[src/rtl/clusterv_sram_pkg.sv]
// Shared response-entry layout and target timing for the cluster SRAM initiator bridge.
// Entry packing, LSB first: rdata, write flag, alignment-error flag.
package clusterv_sram_pkg;

    // Target returns read data one cycle after the address strobe; the bridge has one inflight stage to match.
    localparam int CLUSTERV_SRAM_RD_LATENCY = 1;

    localparam int RSP_RDATA_OFS = 0;

    function automatic int rsp_write_ofs(input int dw);
        return dw;
    endfunction

    function automatic int rsp_err_ofs(input int dw);
        return dw + 1;
    endfunction

    function automatic int rsp_entry_w(input int dw);
        return dw + 2;
    endfunction

endpackage

[src/rtl/clusterv_sram_rsp_fifo.sv]
// Synchronous response FIFO with registered head outputs and an occupancy count.
// Latency: push visible at the head the cycle after; push is dropped only if full without a pop.
module clusterv_sram_rsp_fifo #(
    parameter int WIDTH = 34,
    parameter int DEPTH = 2
) (
    input  logic                         clock,
    input  logic                         reset,
    input  logic                         push_vld,
    input  logic [WIDTH-1:0]             push_dat,
    input  logic                         pop_rdy,
    output logic                         pop_vld,
    output logic [WIDTH-1:0]             pop_dat,
    output logic [$clog2(DEPTH+1)-1:0]   count
);
    localparam int PW = $clog2(DEPTH);
    localparam int CW = $clog2(DEPTH + 1);

    logic [WIDTH-1:0] mem_q [DEPTH];
    logic [WIDTH-1:0] mem_d [DEPTH];
    logic [PW-1:0]    wr_ptr_q, wr_ptr_d, rd_ptr_q, rd_ptr_d;
    logic [CW-1:0]    count_q, count_d;
    logic             do_push, do_pop;

    function automatic logic [PW-1:0] ptr_inc(input logic [PW-1:0] p);
        return (p == PW'(DEPTH - 1)) ? '0 : p + 1'b1;
    endfunction

    always_comb begin
        mem_d    = mem_q;
        wr_ptr_d = wr_ptr_q;
        rd_ptr_d = rd_ptr_q;
        do_pop   = pop_rdy && (count_q != '0);
        do_push  = push_vld && ((count_q < CW'(DEPTH)) || do_pop);
        if (do_push) begin
            mem_d[wr_ptr_q] = push_dat;
            wr_ptr_d        = ptr_inc(wr_ptr_q);
        end
        if (do_pop) begin
            rd_ptr_d = ptr_inc(rd_ptr_q);
        end
        count_d = count_q + CW'(do_push) - CW'(do_pop);
    end

    always_ff @(posedge clock or posedge reset) begin
        if (reset) begin
            for (int i = 0; i < DEPTH; i++) begin
                mem_q[i] <= '0;
            end
            wr_ptr_q <= '0;
            rd_ptr_q <= '0;
            count_q  <= '0;
        end else begin
            mem_q    <= mem_d;
            wr_ptr_q <= wr_ptr_d;
            rd_ptr_q <= rd_ptr_d;
            count_q  <= count_d;
        end
    end

    assign pop_vld = (count_q != '0);
    assign pop_dat = mem_q[rd_ptr_q];
    assign count   = count_q;

endmodule

[src/rtl/clusterv_sram_initiator_bridge.sv]
// Valid/ready request channel to byte-enable SRAM initiator port, one in-order response per request.
// Latency: response at N+2; credit-based req_ready (queued + inflight - pop < RSP_DEPTH). Optional: CLUSTERV_SRAM_BRIDGE_ALIGN_CHECK_EN.
module clusterv_sram_initiator_bridge
    import clusterv_sram_pkg::*;
#(
    parameter int ADDR_WIDTH = 10,
    parameter int DATA_WIDTH = 32,
    parameter int RSP_DEPTH  = 2
) (
    input  logic                      clock,
    input  logic                      reset,
    input  logic                      req_valid,
    output logic                      req_ready,
    input  logic                      req_write,
    input  logic [ADDR_WIDTH-1:0]     req_addr,
    input  logic [DATA_WIDTH-1:0]     req_wdata,
    input  logic [DATA_WIDTH/8-1:0]   req_byte_en,
    output logic                      rsp_valid,
    input  logic                      rsp_ready,
    output logic [DATA_WIDTH-1:0]     rsp_rdata,
    output logic                      rsp_write,
    output logic                      rsp_err,
    output logic [ADDR_WIDTH-1:0]     i_addr,
    output logic                      i_read_en,
    output logic                      i_write_en,
    output logic [DATA_WIDTH/8-1:0]   i_byte_en,
    output logic [DATA_WIDTH-1:0]     i_write_data,
    input  logic [DATA_WIDTH-1:0]     i_read_data
);
    localparam int EW   = rsp_entry_w(DATA_WIDTH);
    localparam int WOFS = rsp_write_ofs(DATA_WIDTH);
    localparam int EOFS = rsp_err_ofs(DATA_WIDTH);
    localparam int CW   = $clog2(RSP_DEPTH + 1);
    localparam int LW   = CW + 1;

    logic [ADDR_WIDTH-1:0]   addr_q, addr_d;
    logic [DATA_WIDTH-1:0]   wdata_q, wdata_d;
    logic [DATA_WIDTH/8-1:0] be_q, be_d;
    logic                    infl_vld_q, infl_vld_d;
    logic                    infl_wr_q, infl_wr_d;
    logic                    infl_err_q, infl_err_d;

    logic [CW-1:0] fifo_count;
    logic [EW-1:0] fifo_dat, push_dat;
    logic [LW-1:0] level;
    logic          pop, hs, err_now;

    always_comb begin
        pop       = rsp_valid & rsp_ready;
        level     = {1'b0, fifo_count} - LW'(pop) + LW'(infl_vld_q);
        // Held low in reset so no strobe can escape while the state is being cleared.
        req_ready = ~reset && (level < LW'(RSP_DEPTH));
        hs        = req_valid & req_ready;
`ifdef CLUSTERV_SRAM_BRIDGE_ALIGN_CHECK_EN
        err_now   = (req_addr[1:0] != 2'b00);
`else
        err_now   = 1'b0;
`endif
        i_write_en = hs & req_write & ~err_now;
        i_read_en  = hs & ~req_write & ~err_now;
        addr_d     = hs ? req_addr    : addr_q;
        wdata_d    = hs ? req_wdata   : wdata_q;
        be_d       = hs ? req_byte_en : be_q;
        infl_vld_d = hs;
        infl_wr_d  = req_write;
        infl_err_d = err_now;

        // Read data is only meaningful in the cycle after the read strobe.
        push_dat = '0;
        push_dat[RSP_RDATA_OFS +: DATA_WIDTH] = (infl_wr_q | infl_err_q) ? '0 : i_read_data;
        push_dat[WOFS] = infl_wr_q;
        push_dat[EOFS] = infl_err_q;
    end

    always_ff @(posedge clock or posedge reset) begin
        if (reset) begin
            addr_q     <= '0;
            wdata_q    <= '0;
            be_q       <= '0;
            infl_vld_q <= 1'b0;
            infl_wr_q  <= 1'b0;
            infl_err_q <= 1'b0;
        end else begin
            addr_q     <= addr_d;
            wdata_q    <= wdata_d;
            be_q       <= be_d;
            infl_vld_q <= infl_vld_d;
            infl_wr_q  <= infl_wr_d;
            infl_err_q <= infl_err_d;
        end
    end

    assign i_addr       = addr_d;
    assign i_write_data = wdata_d;
    assign i_byte_en    = be_d;

    clusterv_sram_rsp_fifo #(
        .WIDTH (EW),
        .DEPTH (RSP_DEPTH)
    ) u_rsp_fifo (
        .clock    (clock),
        .reset    (reset),
        .push_vld (infl_vld_q),
        .push_dat (push_dat),
        .pop_rdy  (rsp_ready),
        .pop_vld  (rsp_valid),
        .pop_dat  (fifo_dat),
        .count    (fifo_count)
    );

    assign rsp_rdata = fifo_dat[RSP_RDATA_OFS +: DATA_WIDTH];
    assign rsp_write = fifo_dat[WOFS];
    assign rsp_err   = fifo_dat[EOFS];

endmodule

[config.mk]
export PLATFORM = sky130hd
export DESIGN_NAME = clusterv_sram_initiator_bridge
export DESIGN_NICKNAME = d
export VERILOG_FILES = /design/src/rtl/clusterv_sram_pkg.sv /design/src/rtl/clusterv_sram_rsp_fifo.sv /design/src/rtl/clusterv_sram_initiator_bridge.sv
export SDC_FILE = /design/constraint.sdc
export NUM_CORES = 1
export LEC_CHECK = 0
export BUFFER_PORTS_ARGS = -buffer_cell sky130_fd_sc_hd__buf_4
export CAP_MARGIN = 30
export CORE_ASPECT_RATIO = 0.9
export CORE_MARGIN = 3
export CORE_UTILIZATION = 50
export DETAILED_ROUTE_END_ITERATION = 8
export PLACE_DENSITY = 0.89
export SYNTH_ARGS = -nofsm -noshare
export SYNTH_HDL_FRONTEND = slang
export SYNTH_SLANG_ARGS = --single-unit
[constraint.sdc]
create_clock -name clock -period 4.8 [get_ports clock]
set_input_delay 0.96 -clock clock [delete_from_list [all_inputs] [get_ports clock]]
set_output_delay 0.96 -clock clock [all_outputs]
set_load 0.01 [all_outputs]
==> impl_metrics.csv <==
group,metric,value,unit
die,core_area,9830,um^2
clocking,cts_buffers,17,
route,final_antenna_net_count,0,
synth,yosys_most_used_dff,"dfrtp_1",
global_routing,grt-ovfl-total,0,
route,first_pass_iters,4,
sta,skew,0.00699,ns
synth,ys_top_cells_by_area,"dfrtp_1 (58%), mux2_2 (30%), nor2b_1 (4.0%)",
synth,yosysUniqueCellTypes,21,
worst_setup_path,crit_start,"rsp_ready",
worst_setup_path,critPathArrivalTime,3.64,ns
clocking,h-tree-depth,4,
die,row_count,34,
worst_setup_path,reg2reg_depth,10,
cells_and_area,drive_above_1_share,67.3,%
synth,synth_largest_area_cell,"dfrtp_1",
synth,synth_nets,427,
cells_and_area,final_nets,600,
synth,yosysWarningCount,0,
cells_and_area,finalNonFillerCells,652,
die,die-width,113,um
global_routing,grt.total_usage,21.2,%
route,post-route-drc-count,0,
sta,report.final.slew_viol_count,0,
global_routing,antenna_found_initial,0,
clocking,tritoncts,"yes",
global_routing,grt_max_degree,54,
cells_and_area,final_design_area_no_fill,7140,um^2
pwr,swShare,30.9,%
die,die_h,102,um
sta,hold_viol,0,
worst_hold_path,min_path_cells,1,
sta,setup_tns,0,ns
placement,io_buffer_count,165,
clocking,cts_resized,0,
run_status,status,"completed",
pwr,p_leak,3.41,nW
cells_and_area,final_core_util,72.7,%
worst_setup_path,r2r_slack,1.67,ns
clocking,clkLatencyLatePin,0.40,ns
clocking,holdBufCountCts,0,
cells_and_area,area_growth,39.6,%
global_routing,grt_pass1_wl,18.7,mm
run,maxCapViolCount,0,
sta,rsz0062_at_grt,"no",
worst_hold_path,min_to,"wdata_q[30]$_DFF_PP0_",
synth,ys_seq_area_share,57.7,%
route,wirelength,11.7,mm
synth,ys_async_sr_fraction,100,%
clocking,clock_sinks,118,
synth,syn_area_per_cell,15.0,um^2
worst_setup_path,timing.rr.start,"u_rsp_fifo.count[1]$_DFF_PP0_",
clocking,cts.path.max_buffers,2,
pwr,pwr-share-clk,24.1,%
route,via_count,3352,
worst_setup_path,cp_max_fo,23,
sta,finalSetupViolations,0,
placement,dp_hpwl,7.97,mm
die,dieArea,11500,um^2
worst_setup_path,crit_type,"input pin to output pin",
placement,pre_cts_ws,0.251,ns
synth,synth-seq-cells,118,
pwr,p_switching,1.63,mW
worst_hold_path,hold_class,"register to register",
worst_setup_path,startpoint_type,"input pin",
clocking,clk_pin_slew_worst_paths,0.06,ns
die,start_util,52.0,%
global_routing,grt_pass1_vias,3774,
worst_hold_path,hold_start,"wdata_q[30]$_DFF_PP0_",
cells_and_area,fillers,640,
pwr,internal_power,3.65,mW
worst_setup_path,endpoint_kind,"output pin",
pwr,pwr-share-comb,43.1,%
clocking,cts-root-buf,"clkbuf_16",
synth,synthCells,340,
placement,place_congestion,0.719,
route,first_iter_violations,91,
pwr,irDropWorstVdd,442,uV
sta,period_share,95.8,%
pwr,seq_power_share,32.8,%
worst_setup_path,worstPathRequired,3.84,ns
cells_and_area,diodes,0,
synth,yosysMostFrequentCell,"mux2_2",
clocking,postCtsSetupBuffers,0,
sta,setup_ws,0.203,ns
synth,synthesis.area,5110,um^2
synth,synth.top_cell.area_share,57.7,%
route,vias_per_cell,5.14,
placement,dpl_cell_area,6530,um^2
sta,fin_crit,4.60,ns
worst_setup_path,r2r_end,"wdata_q[8]$_DFF_PP0_",
sta,fmax,218,MHz
die,ios,167,
synth,synth_edf_count,0,
synth,yosys-top-cells-count,"mux2_2 (138), dfrtp_1 (118), nor2b_1 (33)",
route,wl_per_cell,17.9,um
pwr,power.density,739,nW/um^2
placement,dp_cells,620,
==> cell type report <==
cell class                 instances  area (um^2)  area share [%]
clock buffer                      17          425            5.96
timing repair buffer             173         1340            18.8
sequential                       118         2950            41.4
inverter                           7         28.8           0.403
clock inverter                    15          180            2.52
tap                              126          158            2.21
multi-input combinational        196         2050            28.7
==> how the worst max path moves through the flow <==
stage          cells past startpoint  slack (ns)                   to
3_5_place_dp                      12        0.25      i_write_data[8]
4_1_cts                           12        0.21      i_write_data[8]
6_report                          12        0.20      i_write_data[8]
2_1_floorplan                      1        0.71  addr_q[0]$_DFF_PP0_
5_1_grt                           12        0.07      i_write_data[8]
3_3_place_gp                      12        0.34     i_write_data[10]
==> critical path, cell delays in order <==
cell and delay, ns:
buf_4 0.11, inv_1 0.09, a21oi_1 0.23, ha_1 0.28, inv_1 0.07, nand2_1 0.08
fa_1 0.39, xor2_1 0.17, and4bb_4 0.51, buf_12 0.21, mux2_2 0.37, buf_4 0.15
==> flip-flops by register name, indices dropped and copies added, names as in the netlist <==
signal	count
addr_q	10
be_q	4
infl_vld_q	1
infl_wr_q	1
u_rsp_fifo.count	2
u_rsp_fifo.mem_q	66
u_rsp_fifo.rd_ptr_q	1
u_rsp_fifo.wr_ptr_q	1
wdata_q	32
==> metal layers <==
layer  track usage (%)  up-vias  wire length [um]
met4              9.06        0               272
met5                 0        -                 0
li1                  -     1524                 -
met2              39.6      105              6460
met3              5.45       22               579
met1              22.9     1701              4360
==> power groups by stage <==
stage / logic, mW / registers [mW] / clock network, mW
6_report: 2.28 / 1.73 / 1.27
5_1_grt: 2.44 / 1.79 / 1.35
4_1_cts: 2.31 / 1.73 / 1.30
3_5_place_dp: 2.28 / 1.74 / 0
3_3_place_gp: 2.22 / 1.70 / 0
2_1_floorplan: 1.35 / 1.64 / 0
==> per-stage QoR <==
stage,power [mW],hold WS [ns]
after floorplan,2.99,0.474
after global placement,3.91,0.481
after detailed placement,4.02,0.485
after CTS,5.34,0.500
after global routing,5.58,0.506
final,5.28,0.498
==> cells by family (layout without fill, tap and decap cells) <==
group	after synthesis	after routing	synth area share (%)
other	1	1	0.0733
AOI/OAI and AO/OA	4	4	0.685
DFF	118	118	57.7
buffers and inverters	26	212	2.50
muxes	145	145	32.4
adders and majority gates	4	4	1.13
and+or+nand+nor	38	38	4.77
xor gates and xnor gates	4	4	0.685
==> cells in the final DEF (no fill, tap or decap), drive strengths merged <==
cell type,count
a21oi,2
nor3b,1
clkbuf,17
conb,1
buf,173
nor2b,33
ha,3
nand2,2
bufinv,3
and4bb,1
mux2,145
clkinvlp,6
a211oi,1
xor2,4
fa,1
dfrtp,118
inv,8
clkinv,5
and2,1
o211ai,1
(Power assumes the default switching activity.)
